==> config.mk <==
export PLATFORM = sky130hd
export DESIGN_NAME = alu_4bit
export DESIGN_NICKNAME = d
export VERILOG_FILES = /design/src/rtl/alu_4bit.sv
export SDC_FILE = /design/constraint.sdc
export NUM_CORES = 1
export LEC_CHECK = 0
export BUFFER_PORTS_ARGS = -buffer_cell sky130_fd_sc_hd__clkbuf_2
export CORE_ASPECT_RATIO = 0.9
export CORE_MARGIN = 2
export CORE_UTILIZATION = 40
export CTS_BUF_LIST = sky130_fd_sc_hd__clkbuf_16
export CTS_CLUSTER_DIAMETER = 40
export CTS_CLUSTER_SIZE = 20
export DETAILED_ROUTE_END_ITERATION = 12
export MAX_ROUTING_LAYER = met4
export SYNTH_ARGS = -nofsm -noshare
export SYNTH_HDL_FRONTEND = slang
export SYNTH_SLANG_ARGS = --single-unit
==> constraint.sdc <==
create_clock -name clk -period 3.6 [get_ports clk]
set_clock_uncertainty 0.15 [all_clocks]
set_input_delay 0.36 -clock clk [delete_from_list [all_inputs] [get_ports clk]]
set_output_delay 0.36 -clock clk [all_outputs]
set_load 0.005 [all_outputs]
==> src/rtl/alu_4bit.sv <==
// Single-cycle registered ALU: ADD/SUB/AND/OR/XOR/SLT with result flags.
// Define ALU_SHIFT_OPS_EN to enable logical shifts on opcodes 110/111.
module alu_4bit #(
    parameter int unsigned WIDTH = 4
) (
    input  logic             clk,
    input  logic             rst,
    input  logic             In_Valid,
    input  logic [WIDTH-1:0] A,
    input  logic [WIDTH-1:0] B,
    input  logic [2:0]       OpCode,
    output logic             Out_Valid,
    output logic [WIDTH-1:0] Result,
    output logic             SLT_Flag,
    output logic             Zero_Flag,
    output logic             Carry_Flag,
    output logic             Overflow_Flag
);

`ifdef ALU_SHIFT_OPS_EN
    localparam int unsigned ShW = $clog2(WIDTH);
`endif

    logic [WIDTH:0]   sum_ext;
    logic [WIDTH:0]   diff_ext;
    logic [WIDTH-1:0] op_result;
    logic             op_carry;
    logic             op_ovf;
    logic             op_slt;

    logic             out_valid_d, out_valid_q;
    logic [WIDTH-1:0] result_d, result_q;
    logic             slt_d, slt_q;
    logic             carry_d, carry_q;
    logic             ovf_d, ovf_q;

    always_comb begin
        sum_ext   = {1'b0, A} + {1'b0, B};
        // Top bit of the extended difference is the unsigned borrow (A < B).
        diff_ext  = {1'b0, A} - {1'b0, B};
        op_result = '0;
        op_carry  = 1'b0;
        op_ovf    = 1'b0;
        op_slt    = 1'b0;
        case (OpCode)
            3'b000: begin
                op_result = sum_ext[WIDTH-1:0];
                op_carry  = sum_ext[WIDTH];
                op_ovf    = (A[WIDTH-1] == B[WIDTH-1]) && (sum_ext[WIDTH-1] != A[WIDTH-1]);
            end
            3'b001: begin
                op_result = diff_ext[WIDTH-1:0];
                op_carry  = diff_ext[WIDTH];
                op_ovf    = (A[WIDTH-1] != B[WIDTH-1]) && (diff_ext[WIDTH-1] != A[WIDTH-1]);
            end
            3'b010: op_result = A & B;
            3'b011: op_result = A | B;
            3'b100: op_result = A ^ B;
            3'b101: begin
                op_slt    = ($signed(A) < $signed(B));
                op_result = {{(WIDTH-1){1'b0}}, op_slt};
            end
`ifdef ALU_SHIFT_OPS_EN
            3'b110: op_result = A << B[ShW-1:0];
            3'b111: op_result = A >> B[ShW-1:0];
`endif
            default: ;
        endcase

        // Without a valid input the registered result and flags hold.
        out_valid_d = In_Valid;
        result_d    = In_Valid ? op_result : result_q;
        slt_d       = In_Valid ? op_slt    : slt_q;
        carry_d     = In_Valid ? op_carry  : carry_q;
        ovf_d       = In_Valid ? op_ovf    : ovf_q;
    end

    always_ff @(posedge clk) begin
        if (rst) begin
            out_valid_q <= 1'b0;
            result_q    <= '0;
            slt_q       <= 1'b0;
            carry_q     <= 1'b0;
            ovf_q       <= 1'b0;
        end else begin
            out_valid_q <= out_valid_d;
            result_q    <= result_d;
            slt_q       <= slt_d;
            carry_q     <= carry_d;
            ovf_q       <= ovf_d;
        end
    end

    assign Out_Valid     = out_valid_q;
    assign Result        = result_q;
    assign SLT_Flag      = slt_q;
    assign Zero_Flag     = (result_q == '0);
    assign Carry_Flag    = carry_q;
    assign Overflow_Flag = ovf_q;

endmodule

==> impl_metrics.tcl, run 1 <==
set metrics [dict create \
    cts-root-to-sink-buffers 2 \
    grt_max_degree 17 \
    numCtsBuffers 3 \
    final_antenna_net_count 0 \
    ys_async_sr_fraction_pct 0 \
    hold_path_class "in -> reg" \
    timing.critical_path.slowest_cell_delay_ns 0.44 \
    floorplan.initialDensity_pct 43.9 \
    clockRootBuffer "clkbuf_16" \
    chipHeight_um 48.1 \
    ctsHtreeMaxLevel 1 \
    top_level_ports 23 \
    hold-path-endpoint "SLT_Flag$_SDFFE_PP0P_" \
    final_hpwl_from_detailed_placement_mm 1.60 \
    worstSetupEndpointType "register" \
    setup_total_negative_slack_ns 0 \
    drt_wl_total_mm 2.00 \
    critical-path-slowest-cell "fa_1" \
    num_antenna_cells 0 \
    synth_warnings 0 \
    r2r_start "Result[3]$_SDFFE_PP0P_" \
    number_of_global_route_vias_before_repair 697 \
    status "finished clean" \
    cpMostUsedCell "o22a_1" \
    clkTransAtPathRegs_ns 0.04 \
    r2r_cells 3 \
    power_per_cell_area_mw_per_mm2 352 \
    final-setup-viol-count 0 \
    synth_top_area_share_pct 18.5 \
    synth.largest_area_cell "dfxtp_1" \
    worst_skew_pair.late_latency_ns 0.23 \
    die_area_mm2 0.00255 \
    area_delta_synth_final_pct 22.4 \
    overflow 0 \
    irDropWorstVdd_v 0.000239 \
    netlist_top_cells_count "ha_1, inv_1, nor2_1" \
    synth.net_count 140 \
    worstSetupPathType "in -> reg" \
    drtIter0Drc 16 \
    final_weighted_congestion_of_routability_driven_global_placement 0.833 \
    detail_route.vias_per_cell 5.50 \
    drt_pre_antenna_iters 4 \
    slew_headroom_pct 75.0 \
    yosys-top-cells-area "dfxtp_1, ha_1, a21oi_1" \
    hold_path_depth 2 \
    post_cts_buffers 0 \
    reg2reg_setup_slack_ns 2.53 \
    dominantRegCellSynth "dfxtp_1" \
    die-width_um 53.0 \
    final_util_pct 53.8 \
    gr-usage-all-layers_pct 17.4 \
    max_clock_freq_mhz 505 \
    tritoncts "done" \
    leakage_nw 0.503 \
    global_route_wire_length_before_repair_mm 3.14 \
    seq_area_frac_synth_pct 18.5 \
    antenna_violations_before_repair 0 \
    fraction_of_layout_cells_with_a_size_suffix_above_1_pct 20.6 \
    clock-sinks 8 \
    multi_input_area_um2 638 \
    critical_path.cell_chain "clkbuf_2, ha_1, inv_1, fa_1, mux2_2, o22a_1, o22a_1, o22ai_1" \
    crit_arrival_ns 1.98 \
    worstHoldStart "rst" \
    synthesis.instances 112 \
    reg2reg_to "Result[3]$_SDFFE_PP0P_" \
    final_hold_viol_count 0 \
    post-route-period-util_pct 55.0 \
    final-max-slew-violation-count 0 \
    postSynthAreaPerCell_um2 7.73 \
    remaining_drc_errors 0 \
    ff_latch_area_um2 160 \
    yosys.cell_types.count 37 \
    worst_setup_path_start_kind "input pin" \
    fill_cells 197 \
    final_nets 161 \
    port-buffer-count 22 \
    timing.final.crit_period_ns 1.98 \
    synth_edf_count 0 \
    design.core.area_mm2 0.00197 \
    vias 858 \
    cts_repair_resize_count 0 \
    wl_per_cell_um 12.8 \
    rsz0062_at_grt "false" \
    critPathMaxFanout 3 \
    yosys_register_bits 8 \
    cts-hold-fix-buffers 0 \
    max-cap-violations 0 \
    post_synth_instance_area_um2 866 \
    cp_data_required_time_ns 3.60 \
    placement_rows 15 \
    worst_slew_pin_slew_ns 0.370 \
]
[metrics by stage]
stage	total power [mW]	instance area, um2	cells	hold WS (ns)	setup WS, ns
final	0.373	1060	156	0.270	1.62
after global routing	0.392	1060	156	0.281	1.50
after CTS	0.376	1060	156	0.266	1.61
after detailed placement	0.191	985	153	0.323	1.40
after global placement	0.191	985	153	0.313	1.43
after floorplan	0.161	866	112	0.316	1.64
[state kept, by name, summed over array words and instances (netlist names)]
name,flops
Carry_Flag,1
Out_Valid,1
Overflow_Flag,1
SLT_Flag,1
Result,4
[layer usage]
layer,vias up,track usage (%),part of all wire [%]
li1,437,-,-
met1,390,25.4,52
met2,31,26.0,43
met3,0,2.45,4.9
met4,0,3.08,0
met5,-,-,0
[worst max-delay path: cells and delay by family]
family / cells / cell delay (ns)
compound gates: 3 / 0.50
fa+ha+maj: 2 / 0.65
buf+inv: 2 / 0.17
mux: 1 / 0.28
[logic make-up after synthesis]
kind of cell / after synthesis / share of synthesized area, %
simple gates: 38 / 23.0
compound gates: 29 / 23.1
buf+inv: 18 / 7.80
fa+ha+maj: 14 / 22.0
flops: 8 / 18.5
mux: 3 / 3.61
xor+xnor: 2 / 2.02
[where the power goes]
group,internal (mW),leakage [nW],total [mW],switching (mW)
sequential,0.0939,0.0656,0.0969,0.00297
clock,0.143,0.0370,0.183,0.0399
combinational,0.0417,0.400,0.0938,0.0521
[how the worst max path moves through the flow]
| stage | slack (ns) | from | endpoint |
|---|---|---|---|
| 6_report | 1.62 | B[0] | Result[1]$_SDFFE_PP0P_ |
| 5_1_grt | 1.50 | B[0] | Result[1]$_SDFFE_PP0P_ |
| 4_1_cts | 1.61 | B[0] | Result[1]$_SDFFE_PP0P_ |
| 3_5_place_dp | 1.40 | B[0] | Result[1]$_SDFFE_PP0P_ |
| 3_3_place_gp | 1.43 | B[0] | Result[1]$_SDFFE_PP0P_ |
| 2_1_floorplan | 1.64 | A[0] | Result[1]$_SDFFE_PP0P_ |
[placed cells by master, fill, tap and decap left out, drive strengths merged]
| cell type | n |
|---|---|
| inv | 12 |
| nand3 | 2 |
| dfxtp | 8 |
| o21bai | 2 |
| and3 | 1 |
| nor4 | 1 |
| nand2b | 3 |
| o211a | 1 |
| fa | 2 |
| nor3 | 3 |
| nand3b | 3 |
| nand2 | 6 |
| mux2i | 2 |
| mux2 | 1 |
| or4 | 1 |
| a311oi | 3 |
| nand4 | 1 |
| o21ai | 2 |
| xnor2 | 1 |
| o21a | 2 |
| o211ai | 1 |
| clkbuf | 25 |
| or2 | 1 |
| nor2b | 5 |
| o31ai | 1 |
| o22ai | 2 |
| or3b | 1 |
| a21oi | 9 |
| xor2 | 1 |
| nor2 | 10 |
| a2bb2oi | 1 |
| a41oi | 1 |
| o311ai | 1 |
| ha | 12 |
| o22a | 2 |
| a211oi | 1 |
[final cells by class]
class / instances / share of cell area [%]
Inverter: 12 / 4.25
Timing Repair Buffer: 22 / 10.4
Clock buffer: 3 / 7.08
Tap cell: 25 / 2.95
Multi-Input combinational cell: 86 / 60.2
Sequential cell: 8 / 15.1
No activity file was read; power rests on OpenSTA's default activity.
==> run 2: changes to the inputs <==
--- a/config.mk
+++ b/config.mk
@@ -5,6 +5,7 @@
 export SDC_FILE = /design/constraint.sdc
 export NUM_CORES = 1
 export LEC_CHECK = 0
+export ABC_AREA = 1
 export BUFFER_PORTS_ARGS = -buffer_cell sky130_fd_sc_hd__clkbuf_2
 export CORE_ASPECT_RATIO = 0.9
 export CORE_MARGIN = 2
==> constraint.sdc (replaced) <==
create_clock -name clk -period 2 [get_ports clk]
set_clock_uncertainty 0.15 [all_clocks]
set_input_delay 0.2 -clock clk [delete_from_list [all_inputs] [get_ports clk]]
set_output_delay 0.2 -clock clk [all_outputs]
set_load 0.005 [all_outputs]
==> impl_metrics.tcl, run 2 <==
set metrics [dict create \
    power_switching_uw 182 \
    post-route-period-util_pct 83.8 \
    yosys.cell_count.top_type "nand2_1" \
    final_hpwl_from_detailed_placement_mm 1.65 \
    cts-hold-fix-buffers 0 \
    leakage_nw 0.574 \
    reg2reg_to "Result[2]$_SDFFE_PP0P_" \
    critPathMaxFanout 2 \
    synthesis.instances 125 \
    ctsHtreeMaxLevel 1 \
    final_cell_mix "nand2_1, clkbuf_2, inv_1, nor2_1, ha_1" \
    dominantRegCellSynth "dfxtp_1" \
    rsz0062_at_grt "false" \
    placement_rows 15 \
    max-cap-violations 0 \
    overflow 0 \
    worstHoldStart "rst" \
    hold-path-endpoint "Result[3]$_SDFFE_PP0P_" \
    post_synth_instance_area_um2 845 \
    timing.final.crit_period_ns 1.68 \
    floorplan.initialDensity_pct 43.3 \
    port-buffer-count 22 \
    post_cts_buffers 0 \
    crit_arrival_ns 1.65 \
    chipHeight_um 47.6 \
    power_per_cell_area_mw_per_mm2 647 \
    slew_headroom_pct 71.7 \
    synth.net_count 153 \
    drt_pre_antenna_iters 4 \
    number_of_global_route_vias_before_repair 837 \
    final_hold_viol_count 0 \
    grt_max_degree 11 \
    drtIter0Drc 22 \
    drt_wl_total_mm 1.94 \
    cts_repair_resize_count 0 \
    num_antenna_cells 0 \
    yosys.cell_types.count 26 \
    flip_flop_count_of_the_largest_register_all_copies_and_words_added 4 \
    postSynthAreaPerCell_um2 6.76 \
    die_area_mm2 0.00250 \
    yosys-top-cells-area "dfxtp_1, ha_1, nand2_1" \
    power_frac_clock_pct 48.8 \
    gr-usage-all-layers_pct 18.9 \
    vias 873 \
    irDropWorstVdd_v 0.000393 \
    global_route_wire_length_before_repair_mm 3.45 \
    setup_total_negative_slack_ns 0 \
    worst_slew_pin_slew_ns 0.421 \
    worstSetupEndpointType "register" \
    worst_setup_path_start_kind "input pin" \
    clkTransAtPathRegs_ns 0.03 \
    fill_cells 207 \
    antenna_violations_before_repair 0 \
    seq_area_frac_synth_pct 19.0 \
    cp_data_required_time_ns 1.97 \
    detail_route.vias_per_cell 5.02 \
    final_common_cell "nand2_1" \
    r2r_cells 2 \
    remaining_drc_errors 0 \
    die-width_um 52.4 \
    worst_skew_pair.late_latency_ns 0.23 \
    worstSetupPathType "in -> reg" \
    yosys_register_bits 8 \
    numCtsBuffers 3 \
    synth_edf_count 0 \
    synth_warnings 0 \
    wl_per_cell_um 11.2 \
    clockRootBuffer "clkbuf_16" \
    final_antenna_net_count 0 \
    ys_async_sr_fraction_pct 0 \
    hold_path_depth 2 \
    synth_top_area_share_pct 19.0 \
    fraction_of_layout_cells_with_a_size_suffix_above_1_pct 23.5 \
    power.switching_fraction_pct 26.9 \
    design.core.area_mm2 0.00195 \
    comb_power_share_pct 25.3 \
    clock-sinks 8 \
    hold_path_class "in -> reg" \
    share_seq_of_total_power_pct 25.9 \
    final_nets 179 \
    finalHoldWorstSlack_ns 0.0570 \
    tritoncts "done" \
    final_weighted_congestion_of_routability_driven_global_placement 0.898 \
    max_clock_freq_mhz 596 \
    p_int_uw 497 \
    final-setup-viol-count 0 \
    area_delta_synth_final_pct 24.3 \
    r2r_start "Result[2]$_SDFFE_PP0P_" \
    top_level_ports 23 \
    final-max-slew-violation-count 0 \
    status "finished clean" \
    cts-root-to-sink-buffers 2 \
    synth.largest_area_cell "dfxtp_1" \
    reg2reg_setup_slack_ns 1.18 \
    netlist_top_cells_count "nand2_1, inv_1, nor2_1" \
]
[run 2: power groups by stage]
stage                     Sequential (mW)  Combinational [mW]  Clock [mW]
after CTS                           0.177               0.172       0.339
after global placement              0.179               0.169           0
final                               0.176               0.172       0.332
after detailed placement            0.179               0.171           0
after global routing                0.178               0.198       0.347
after floorplan                     0.179               0.113           0
[run 2: how the worst max path moves through the flow]
stage	from	end	slack (ns)	cells past startpoint
6_report	A[0]	Carry_Flag$_SDFFE_PP0P_	0.32	11
3_3_place_gp	A[0]	Carry_Flag$_SDFFE_PP0P_	0.12	11
4_1_cts	A[0]	Carry_Flag$_SDFFE_PP0P_	0.32	11
3_5_place_dp	A[0]	Carry_Flag$_SDFFE_PP0P_	0.09	11
2_1_floorplan	A[0]	Carry_Flag$_SDFFE_PP0P_	0.29	10
5_1_grt	A[0]	Carry_Flag$_SDFFE_PP0P_	0.19	11
[run 2: cell families (layout without fill, tap and decap cells)]
kind of cell	after synthesis	after routing	share of synthesized area [%]
adders and majority gates	14	14	22.5
AOI/OAI and AO/OA	19	19	14.4
buffers and inverters	21	45	10.2
DFF	8	8	19.0
xor gates and xnor gates	1	1	1.04
and+or+nand+nor	62	62	32.9
[run 2: critical path, stage by stage]
cell      delay (ns)
clkbuf_2        0.09
inv_1           0.05
ha_1            0.22
fa_1            0.38
or2_1           0.25
nand2_1         0.08
nand2_1         0.05
a21oi_1         0.11
nand2_1         0.07
o211ai_1        0.10
inv_2           0.04
[run 2: final cells by class]
cell class | count | area [um2] | share of cell area (%)
multi-input cells | 96 | 598 | 57.0
inverters | 20 | 75.1 | 7.15
flip-flops and latches | 8 | 160 | 15.3
repair buffers | 22 | 110 | 10.5
clock buffers | 3 | 75.1 | 7.15
well taps | 25 | 31.3 | 2.98
[run 2: metal layers]
layer	vias to the layer above	GRT usage (%)	share of wire, %
met4	0	6.67	0
met5	-	-	0
met1	403	22.1	48
met3	0	2.19	3.6
met2	16	34.0	49
li1	454	-	-
[run 2: through the flow]
stage	worst slack (ns)	instance area, um2	cells	power [mW]	utilization (%)
6_report	0.323	1050	174	0.680	53.8
5_1_grt	0.190	1050	174	0.722	53.8
4_1_cts	0.321	1050	174	0.688	53.8
3_5_place_dp	0.0904	975	171	0.350	49.9
3_3_place_gp	0.122	975	171	0.348	49.9
2_1_floorplan	0.286	845	125	0.293	-
==> run 3: changes to the inputs <==
==> constraint.sdc (replaced) <==
create_clock -name clk -period 1.7 [get_ports clk]
set_clock_uncertainty 0.15 [all_clocks]
set_input_delay 0.17 -clock clk [delete_from_list [all_inputs] [get_ports clk]]
set_output_delay 0.17 -clock clk [all_outputs]
set_load 0.005 [all_outputs]
==> impl_metrics.tcl, run 3 (synthesis results as in run 2) <==
set metrics [dict create \
    drtIter0Drc 15 \
    vias 890 \
    ff_latch_area_um2 160 \
    finalPower_uw 815 \
    p_int_uw 596 \
    crit_arrival_ns 1.54 \
    max-cap-violations 0 \
    worstSetupPathType "in -> reg" \
    port-buffer-count 22 \
    critPathMaxFanout 2 \
    status "finished clean" \
    worst_setup_path_start_kind "input pin" \
    post_cts_buffers 0 \
    place_ws_ns -0.176 \
    floorplan.initialDensity_pct 43.3 \
    hold_path_class "in -> reg" \
    cp_data_required_time_ns 1.67 \
    antenna_violations_before_repair 0 \
    worst_skew_pair.late_latency_ns 0.23 \
    cts-root-to-sink-buffers 2 \
    numCtsBuffers 3 \
    overflow 0 \
    final_hpwl_from_detailed_placement_mm 1.63 \
    cts-hold-fix-buffers 0 \
    multi_input_area_um2 609 \
    top_level_ports 23 \
    flip_flop_count_of_the_largest_register_all_copies_and_words_added 4 \
    final_common_cell "nand2_1" \
    fraction_of_layout_cells_with_a_size_suffix_above_1_pct 29.5 \
    worst_slew_pin_slew_ns 0.442 \
    rsz0062_at_grt "false" \
    leakage_nw 0.604 \
    tritoncts "done" \
    area_delta_synth_final_pct 31.9 \
    power_switching_uw 219 \
    irDropWorstVdd_v 0.000563 \
    timing.final.crit_period_ns 1.57 \
    ctsHtreeMaxLevel 1 \
    die_area_mm2 0.00250 \
    number_of_global_route_vias_before_repair 816 \
    power.switching_fraction_pct 26.9 \
    clockRootBuffer "clkbuf_16" \
    clock-sinks 8 \
    setup_ws_ns 0.135 \
    final_util_pct 57.1 \
    placement_rows 15 \
    remaining_drc_errors 0 \
    gr-usage-all-layers_pct 18.4 \
    max_clock_freq_mhz 639 \
    final_hold_viol_count 0 \
    comb_power_share_pct 26.5 \
    finalHoldWorstSlack_ns 0.0310 \
    clkTransAtPathRegs_ns 0.04 \
    final-max-slew-violation-count 0 \
    fill_cells 189 \
    slew_headroom_pct 70.3 \
    detail_route.vias_per_cell 4.92 \
    share_seq_of_total_power_pct 25.5 \
    design.core.area_mm2 0.00195 \
    die-width_um 52.4 \
    setup_total_negative_slack_ns 0 \
    global_route_wire_length_before_repair_mm 3.33 \
    drt_wl_total_mm 1.91 \
    post-route-period-util_pct 92.1 \
    chipHeight_um 47.6 \
    power_per_cell_area_mw_per_mm2 732 \
    worstSetupEndpointType "register" \
    power_frac_clock_pct 48.0 \
    final_antenna_net_count 0 \
    grt_max_degree 11 \
    final_weighted_congestion_of_routability_driven_global_placement 0.903 \
    num_antenna_cells 0 \
    wl_per_cell_um 10.6 \
    final_nets 186 \
    final_cell_mix "nand2_1, clkbuf_2, inv_1" \
    cts_repair_resize_count 0 \
    drt_pre_antenna_iters 4 \
    final-setup-viol-count 0 \
]
run 3: cell count changes in the layout (fill, tap and decap cells not counted):
cell / previous run / this run
nor2_1: 16 / 15
a21oi_2: 1 / 2
ha_1: 12 / 11
buf_4: 0 / 7
fa_1: 2 / 1
a21oi_1: 7 / 6
fa_2: 0 / 1
nor2_2: 0 / 1
ha_2: 0 / 1
run 3: path summary, 6_finish.rpt:
check / slack [ns] / endpoint / startpoint / depth (start not counted)
worst max register to register: 0.88 / Result[2]$_SDFFE_PP0P_ / Result[2]$_SDFFE_PP0P_ / 2
worst min-delay path: 0.03 / Result[3]$_SDFFE_PP0P_ / rst / 2
worst min register to register: 0.33 / Result[0]$_SDFFE_PP0P_ / Result[0]$_SDFFE_PP0P_ / 2
worst max-delay path: 0.13 / Carry_Flag$_SDFFE_PP0P_ / A[0] / 11
run 3: worst max-delay path, stage by stage:
cell and delay (ns):
clkbuf_2 0.09, inv_1 0.05, ha_2 0.19, fa_2 0.33
or2_1 0.24, nand2_1 0.08, nand2_1 0.06, a21oi_2 0.11
nand2_1 0.07, o211ai_1 0.10, inv_2 0.04
run 3: layout make-up:
cell class	instances	share of cell area, %
flip-flops and latches	8	14.4
multi-input cells	96	54.7
inverters	20	6.74
clock buffers	3	6.74
repair buffers	29	14.6
well taps	25	2.81
run 3: layer usage:
metal	GRT usage, %	up-vias	wire length (um)
met1	22.9	390	951
met5	-	-	0
met4	8.72	0	25
li1	-	471	-
met2	29.5	25	841
met3	3.13	4	93
run 3: power groups by stage:
stage,Clock [mW],Sequential (mW),Combinational [mW]
6_report,0.391,0.208,0.216
5_1_grt,0.409,0.209,0.248
4_1_cts,0.393,0.208,0.213
3_5_place_dp,0,0.211,0.212
3_3_place_gp,0,0.210,0.210
2_1_floorplan,0,0.211,0.133
run 3: stage by stage:
stage          instance area [um2]  instances
5_1_grt                       1110        181
3_5_place_dp                  1030        178
3_3_place_gp                  1030        178
4_1_cts                       1100        181
2_1_floorplan                  845        125
6_report                      1110        181
